## src/rtl/gmii_speed_pkg.sv

```systemverilog
// Shared encodings, FSM state type and speed helpers for the GMII/MII link-speed controller.
package gmii_speed_pkg;

   localparam logic [1:0] SPD_10   = 2'b00;
   localparam logic [1:0] SPD_100  = 2'b01;
   localparam logic [1:0] SPD_1000 = 2'b10;

   typedef enum logic [1:0] {
      ST_RUN      = 2'd0,
      ST_GATE_OFF = 2'd1,
      ST_SELECT   = 2'd2,
      ST_GATE_ON  = 2'd3
   } sw_state_t;

   // Encodings are ordered by rate; 2'b11 folds onto 1000.
   function automatic logic [1:0] spd_norm(input logic [1:0] s);
      return (s == 2'b11) ? SPD_1000 : s;
   endfunction

   function automatic logic spd_lt(input logic [1:0] a, input logic [1:0] b);
      return spd_norm(a) < spd_norm(b);
   endfunction

endpackage

```

## src/rtl/sync_ff.sv

```systemverilog
// Single-bit multi-flop synchroniser for an asynchronous level input.
module sync_ff #(
   parameter int STAGES = 2
) (
   input  logic clk,
   input  logic rst_n,
   input  logic d,
   output logic q
);

   logic [STAGES-1:0] chain;

   always_ff @(posedge clk) begin
      if (!rst_n) chain <= '0;
      else        chain <= {chain[STAGES-2:0], d};
   end

   assign q = chain[STAGES-1];

endmodule

```

## src/rtl/gmii_speed_ctrl.sv

```systemverilog
// Resolves the GMII/MII link speed from PHY indicators and sequences the
// downstream glitch-free TX clock mux through a gated select change.
module gmii_speed_ctrl
   import gmii_speed_pkg::*;
#(
   parameter int HOLD_CYCLES  = 16777215,
   parameter int GUARD_CYCLES = 8,
   parameter int SYNC_STAGES  = 2
) (
   input  logic       SYS_CLK,
   input  logic       SYS_RST_N,
   input  logic       GE_IND,
   input  logic       FE_IND,
   input  logic       FORCE_EN,
   input  logic [1:0] FORCE_SPEED,
   output logic [1:0] CLK_SEL,
   output logic       CLK_GATE_EN,
   output logic [1:0] SPEED,
   output logic       SPEED_CHG,
   output logic       SWITCHING,
   output logic       LINK_GE
);

   localparam int TMR_W = (HOLD_CYCLES  > 1) ? $clog2(HOLD_CYCLES)  : 1;
   localparam int GRD_W = (GUARD_CYCLES > 1) ? $clog2(GUARD_CYCLES) : 1;
   localparam logic [TMR_W-1:0] TMR_LAST = TMR_W'(HOLD_CYCLES - 1);
   localparam logic [GRD_W-1:0] GRD_LAST = GRD_W'(GUARD_CYCLES - 1);

   logic             ge_s;
   logic             fe_s;
   logic [1:0]       cand;
   logic             is_run;
   logic             lower;
   logic             dn_due;
   logic             req;
   logic [TMR_W-1:0] hold_tmr;
   logic [GRD_W-1:0] guard_cnt;
   logic [1:0]       target;
   sw_state_t        state;

   sync_ff #(.STAGES(SYNC_STAGES)) u_sync_ge (
      .clk   (SYS_CLK),
      .rst_n (SYS_RST_N),
      .d     (GE_IND),
      .q     (ge_s)
   );

   sync_ff #(.STAGES(SYNC_STAGES)) u_sync_fe (
      .clk   (SYS_CLK),
      .rst_n (SYS_RST_N),
      .d     (FE_IND),
      .q     (fe_s)
   );

   always_comb begin
      cand = SPD_10;
      if (FORCE_EN)  cand = spd_norm(FORCE_SPEED);
      else if (ge_s) cand = SPD_1000;
      else if (fe_s) cand = SPD_100;
   end

   // Upgrades and overrides act at once; only unforced downgrades wait out the timer.
   assign is_run = (state == ST_RUN);
   assign lower  = spd_lt(cand, SPEED);
   assign dn_due = is_run && !FORCE_EN && lower && (hold_tmr == TMR_LAST);
   assign req    = is_run && (spd_lt(SPEED, cand) || (FORCE_EN && (cand != SPEED)) || dn_due);

   always_ff @(posedge SYS_CLK) begin
      if (!SYS_RST_N || !is_run || FORCE_EN || !lower || dn_due)
         hold_tmr <= '0;
      else
         hold_tmr <= hold_tmr + TMR_W'(1);
   end

   always_ff @(posedge SYS_CLK) begin
      if (!SYS_RST_N) begin
         state       <= ST_SELECT;
         guard_cnt   <= '0;
         target      <= SPD_1000;
         CLK_SEL     <= SPD_1000;
         SPEED       <= SPD_1000;
         CLK_GATE_EN <= 1'b0;
         SWITCHING   <= 1'b1;
         SPEED_CHG   <= 1'b0;
         LINK_GE     <= 1'b1;
      end else begin
         SPEED_CHG <= 1'b0;
         case (state)
            ST_RUN: begin
               if (req) begin
                  state       <= ST_GATE_OFF;
                  guard_cnt   <= '0;
                  target      <= cand;
                  CLK_GATE_EN <= 1'b0;
                  SWITCHING   <= 1'b1;
               end
            end
            ST_GATE_OFF: begin
               if (guard_cnt == GRD_LAST) begin
                  state     <= ST_SELECT;
                  guard_cnt <= '0;
                  CLK_SEL   <= target;
                  SPEED     <= target;
                  LINK_GE   <= (target == SPD_1000);
               end else begin
                  guard_cnt <= guard_cnt + GRD_W'(1);
               end
            end
            ST_SELECT: begin
               if (guard_cnt == GRD_LAST) begin
                  state       <= ST_GATE_ON;
                  guard_cnt   <= '0;
                  CLK_GATE_EN <= 1'b1;
                  SWITCHING   <= 1'b0;
                  SPEED_CHG   <= 1'b1;
               end else begin
                  guard_cnt <= guard_cnt + GRD_W'(1);
               end
            end
            ST_GATE_ON: state <= ST_RUN;
            default:    state <= ST_RUN;
         endcase
      end
   end

endmodule
```

## config.mk

```make
export PLATFORM = sky130hd
export DESIGN_NAME = gmii_speed_ctrl
export DESIGN_NICKNAME = d
export VERILOG_FILES = /design/src/rtl/gmii_speed_pkg.sv /design/src/rtl/sync_ff.sv /design/src/rtl/gmii_speed_ctrl.sv
export SDC_FILE = /design/constraint.sdc
export NUM_CORES = 1
export LEC_CHECK = 0
export CORE_AREA = 3 3 61 63
export DETAILED_ROUTE_END_ITERATION = 6
export DIE_AREA = 0 0 64 66
export PLACE_DENSITY = 0.91
export SKIP_CTS_REPAIR_TIMING = 1
export SLEW_MARGIN = 25
export SYNTH_ARGS = -nofsm -noshare
export SYNTH_HDL_FRONTEND = slang
export SYNTH_SLANG_ARGS = --single-unit
```

## constraint.sdc

```tcl
create_clock -name SYS_CLK -period 5.8 [get_ports SYS_CLK]
set_clock_uncertainty 0.1 [all_clocks]
set_input_delay 1.45 -clock SYS_CLK [delete_from_list [all_inputs] [get_ports SYS_CLK]]
set_output_delay 1.45 -clock SYS_CLK [all_outputs]
set_load 0.01 [all_outputs]
```

After elaboration in Yosys (flattened, before gate mapping)
Cells that the tools add are included.

cells by class
  reductions and logical operators = 25
  magnitude comparators = 2
  multiplexer cells = 20
  equality and inequality tests = 13
  add/subtract/negate cells = 2

operator list
  kind                                           number
  adder 24 x 1 -> 24 bit, second input constant  1
  == test 24 bit, second input constant          1
  2-to-1 mux 2 bit                               8
  == test 2 bit, second input constant           6
  one-hot mux 2 bit (4 select lines)             1
  AND reduction 2 bit                            4
  logical OR 1 bit                               6
  2-to-1 mux 1 bit                               6
  2-to-1 mux 3 bit                               2
  one-hot mux 3 bit (2 select lines)             1
  AND reduction 3 bit                            2
  logical AND 1 bit                              5
  logical NOT 1 bit                              4
  < comparator 2 bit                             2
  != test 2 bit, second input constant           2
  one-hot mux 1 bit (2 select lines)             2
  nonzero test 2 bit                             2
  adder 3 x 1 -> 3 bit, second input constant    1
  == test 3 bit, second input constant           1
  == test 2 x 1 -> 1 bit, second input constant  1
  logical NOT 2 bit                              1
  != test 2 x 1 -> 1 bit, second input constant  1
  != test 2 bit                                  1
  OR reduction 2 bit                             1

word-level totals
  output and inout port bits = 8
  input port bits = 7
  bits in registers = 41
  word-level logic and storage cells = 73

Depth between registers and ports, before layout
  depth after elaboration = 12
  mapped depth = 11
  gate-level depth less buffers = 9

Hierarchy
Synthesis repeated with hierarchy kept, for this count alone.

unflattened totals
  cells, all modules = 214
  area total of the unflattened synthesis = 1933.1 sq um

modules (own cells, without submodules)
  module           cells each  seq. area each (sq um)  times used  area an instance (sq um)
  gmii_speed_ctrl  206         740.7                   1           1828.0
  sync_ff          4           40.0                    2           52.6

Least setup slack after synthesis
No wires, ideal clock.

  path type = in2reg
  start = input FORCE_EN
  end = register target[1]
  data required time = 5.579 ns
  setup time = 0.121 ns
  arrival = 3.360 ns
  stages on the path = 9
  path buffers = 1
  setup slack = 2.219 ns
  cell sequence = nand2b_1 o21ai_0 ha_1 a21oi_1 o211ai_1 or4_4 buf_6 a21boi_2 mux2_2

between the ends
  longest elaborated chain between the ends = 9
  elaborated cells on any way between the ends = 15
  those cells by class = 2 x order compare; 2 x eq/ne; 2 x mux; 9 x reduce/logical

ends and longest elaborated chain
  item                             line                   RTL
  start, declared                  gmii_speed_ctrl.sv:14  input logic FORCE_EN,
  2-to-1 mux 2 bit                 gmii_speed_ctrl.sv:57  if (FORCE_EN) cand = spd_norm(FORCE_SPEED);
  == test 2 bit                    gmii_speed_pkg.sv:17   return (s == 2'b11) ? SPD_1000 : s;
  2-to-1 mux 2 bit                 gmii_speed_pkg.sv:17
  < comparator 2 bit               gmii_speed_pkg.sv:21   return spd_norm(a) < spd_norm(b);
  logical AND 1 bit (2 in series)  gmii_speed_ctrl.sv:65  assign dn_due = is_run && !FORCE_EN && lower && (hold_tmr == TMR_LAST);
  logical OR 1 bit                 gmii_speed_ctrl.sv:66  assign req = is_run && (spd_lt(SPEED, cand) || (FORCE_EN && (cand != SPEED)) || dn_due);
  logical AND 1 bit                gmii_speed_ctrl.sv:66
  AND reduction 2 bit (no line)    n/a
  end signal, assigned             gmii_speed_ctrl.sv:93  target <= cand;
  end, declared                    gmii_speed_ctrl.sv:38  logic [1:0] target;

Parallel ways exist; a longest one is shown, timed or not.
A chain may end at the register's enable or synchronous reset.

Worst setup path in the final report
  start = input FORCE_EN
  end = register hold_tmr[14]

between the ends
  longest elaborated chain between the ends = 7
  elaborated cells on any way between the ends = 12
  those cells by class = 1 x order compare; 1 x eq/ne; 2 x mux; 8 x reduce/logical

ends and longest elaborated chain
  item                                                    line                                          RTL
  2-to-1 mux 2 bit                                        gmii_speed_ctrl.sv:57
  == test 2 bit                                           gmii_speed_pkg.sv:17
  2-to-1 mux 2 bit                                        gmii_speed_pkg.sv:17
  < comparator 2 bit                                      gmii_speed_pkg.sv:21
  logical NOT 1 bit or logical AND 1 bit (tied branches)  gmii_speed_ctrl.sv:69, gmii_speed_ctrl.sv:65
  logical OR 1 bit or logical AND 1 bit (tied branches)   gmii_speed_ctrl.sv:69, gmii_speed_ctrl.sv:65
  logical OR 1 bit *                                      gmii_speed_ctrl.sv:69                         if (!SYS_RST_N || !is_run || FORCE_EN || !lower || dn_due)
  end signal, assigned                                    gmii_speed_ctrl.sv:72                         hold_tmr <= hold_tmr + TMR_W'(1);
  end, declared                                           gmii_speed_ctrl.sv:36                         logic [TMR_W-1:0] hold_tmr;

Every way passes the cells marked *; elsewhere a longest branch is shown, timed or not.

==> impl_metrics.tcl <==
set metrics [dict create \
    final_cells 283 \
    worstPathRequired_ns 5.90 \
    grt_antenna_before_repair 0 \
    start_util_pct 59.5 \
    min_period_ns 4.04 \
    path_max_fanout 24 \
    dieHeight_um 66 \
    io_buffers 14 \
    seqCellArea_um2 821 \
    end_kind "register" \
    n_antenna_cell 0 \
    ys_ff_latch 41 \
    cts_tree "built" \
    post_drt_wl_per_cell_um 11.6 \
    worstSetupPathType "input port to register" \
    fp.coreArea_mm2 0.00328 \
    slew_violations 0 \
    syn-num-nets 239 \
    status "finished clean" \
    avgSynthCellArea_um2 8.76 \
    synthArstFlopShare_pct 0 \
    worstPathCellList "clkdlybuf4s50_1, nand2b_1, o21ai_0, ha_1, a21oi_1, o211ai_1, or4_4, nand2_1, nor2_1" \
    drive_above_1_share_pct 8.02 \
    post-route-period-util_pct 69.7 \
    core.rowCount 21 \
    grt.overflow.total 0 \
    synth_edf_count 0 \
    dr.pass1.iters 4 \
    dp_hpwl_um 2480 \
    max-clock-path-buffers 2 \
    syn_inst 223 \
    worstHoldStart "u_sync_ge.chain[0]$_SDFF_PN0_" \
    finish.utilization_pct 65.5 \
    synthFlopType "dfxtp_1" \
    nFillCells 268 \
    syn2layout_area_growth_pct 10.1 \
    relSlewSlack_pct 49.4 \
    worst_pin_slew_ns 0.757 \
    ant_nets 0 \
    maxCapViolations 0 \
    cts_buffers 5 \
    fin_setup_tns_ns 0 \
    grt_usage_pct 17.8 \
    routed_wl_um 3280 \
    die_x_um 64 \
    setup_viol 0 \
    powerDensity_mw_per_mm2 245 \
    clk_pin_slew_ns 0.11 \
    multi_input_area_mm2 0.00104 \
    nets 252 \
    slowest_delay_ns 0.59 \
    rsz0062_at_grt "false" \
    h-tree-depth 2 \
    power.ir.vdd_worst_mv 0.165 \
    clock-sinks 41 \
    dieArea_mm2 0.00422 \
    dr_total_vias 1497 \
    yosysWarnings 0 \
    grt_max_degree 25 \
    avgViaCountPerCell 5.29 \
    gp_congestion 0.778 \
    cts_root_buffer "clkbuf_4" \
    hold_class "register to register" \
    hold_violations 0 \
    crit_start "FORCE_EN" \
    cp-start-kind "input port" \
    grt_pass1_vias 1413 \
    seq_area_frac_synth_pct 42.0 \
    drt-initial-drc-count 45 \
    fmax_mhz 247 \
    synthDistinctLibCells 46 \
    grt_pass1_wl_um 5840 \
    clock_latency_ns 0.35 \
    synthesis.area_mm2 0.00195 \
    dp.cells 275 \
    io_pins 15 \
    drcViolationCount 0 \
    power.leakage_uw 0.000730 \
    cp_slowest_cell "nand2_1" \
    cp.arrival_ns 4.14 \
    r2r_start "u_sync_fe.chain[1]$_SDFF_PN0_" \
]
cells in the final DEF, fill, tap and decap left out, types with 3 or more instances in the layout:
cell type,n
nand2b_1,3
xnor2_1,16
nand4_1,4
clkbuf_4,5
nor3_1,6
a21oi_1,4
nand3_1,12
clkdlybuf4s50_1,14
inv_1,10
nand3b_1,3
nand2_1,21
ha_1,9
mux2i_1,4
nor4_1,3
nor2_1,39
xor2_1,6
dfxtp_1,41
and2_1,5
cell usage after synthesis, drive strengths merged, types with 2 or more instances:
cell / instances / area (um^2)
a21oi: 5 / 28.8
and2: 6 / 38.8
and3: 2 / 13.8
and4: 2 / 20.0
buf: 6 / 43.8
clkbuf: 2 / 7.51
dfxtp: 41 / 821
ha: 9 / 113
inv: 10 / 37.5
mux2i: 4 / 40.0
nand2: 21 / 78.8
nand2b: 3 / 18.8
nand3: 12 / 60.1
nand3b: 3 / 22.5
nand4: 5 / 37.5
nor2: 39 / 146
nor3: 6 / 30.0
nor4: 3 / 18.8
o211ai: 2 / 15.0
o21ai: 2 / 10.0
or3: 2 / 17.5
or4: 2 / 18.8
xnor2: 16 / 140
xor2: 6 / 52.6
sequential cells by signal, indices dropped and copies added (netlist names):
signal	flops
SPEED_CHG	1
hold_tmr	24
SWITCHING	1
guard_cnt	3
LINK_GE	1
CLK_GATE_EN	1
SPEED	2
target	2
state	2
u_sync_fe.chain	2
u_sync_ge.chain	2
kinds of logic (layout without fill, tap and decap cells):
| logic type | count (synthesis) | count (layout) | synth area share (%) |
|---|---|---|---|
| fa+ha+maj | 9 | 9 | 5.76 |
| xor+xnor | 22 | 22 | 9.86 |
| buf+inv | 18 | 32 | 4.55 |
| flops | 41 | 41 | 42.0 |
| simple gates | 110 | 110 | 28.3 |
| compound gates | 18 | 18 | 6.92 |
| mux | 5 | 5 | 2.62 |
routing by layer:
layer  routed length [um]  vias up  global-route usage (%)
met1                 1410      694                    19.1
met4                   58        0                    7.28
met2                 1650       26                    31.9
met5                    0        -                       0
li1                     -      770                       -
met3                  156        7                    5.78
worst max-delay path: cells and delay by family:
kind | cells | cell delay, ns
and+or+nand+nor | 4 | 1.46
buffers and inverters | 1 | 0.48
AOI/OAI and AO/OA | 3 | 0.46
adders and majority gates | 1 | 0.28
where the power goes:
group | internal [uW] | total (uW) | switching, uW | leakage [uW]
Combinational | 42.1 | 90.2 | 48.0 | 0.000366
Sequential | 296 | 305 | 9.14 | 0.000332
Clock | 46.2 | 132 | 86.0 | 0.0000320
per-stage QoR:
| stage | cell area [um^2] | setup slack, ns | hold WS [ns] | total power, uW |
|---|---|---|---|---|
| 2_1_floorplan | 1950 | 2.22 | 0.312 | 381 |
| 3_3_place_gp | 2100 | 1.46 | 0.318 | 396 |
| 3_5_place_dp | 2100 | 1.37 | 0.323 | 402 |
| 4_1_cts | 2150 | 1.74 | 0.349 | 535 |
| 5_1_grt | 2150 | 1.57 | 0.368 | 560 |
| 6_report | 2150 | 1.76 | 0.344 | 527 |
cell type report:
cell class	count	area share, %
inverter	10	1.74
tap	46	2.67
multi-input combinational	164	48.5
timing repair buffer	14	6.51
sequential	41	38.1
clock buffer	6	1.92
clock inverter	2	0.465
final timing paths:
kind         cells past startpoint                             to  slack (ns)
min                              1  u_sync_ge.chain[1]$_SDFF_PN0_        0.34
max reg2reg                      8        hold_tmr[14]$_SDFF_PP0_        3.15
min reg2reg                      1  u_sync_ge.chain[1]$_SDFF_PN0_        0.34
max                              9        hold_tmr[14]$_SDFF_PP0_        1.76
Power figures use the tool's default switching activity.
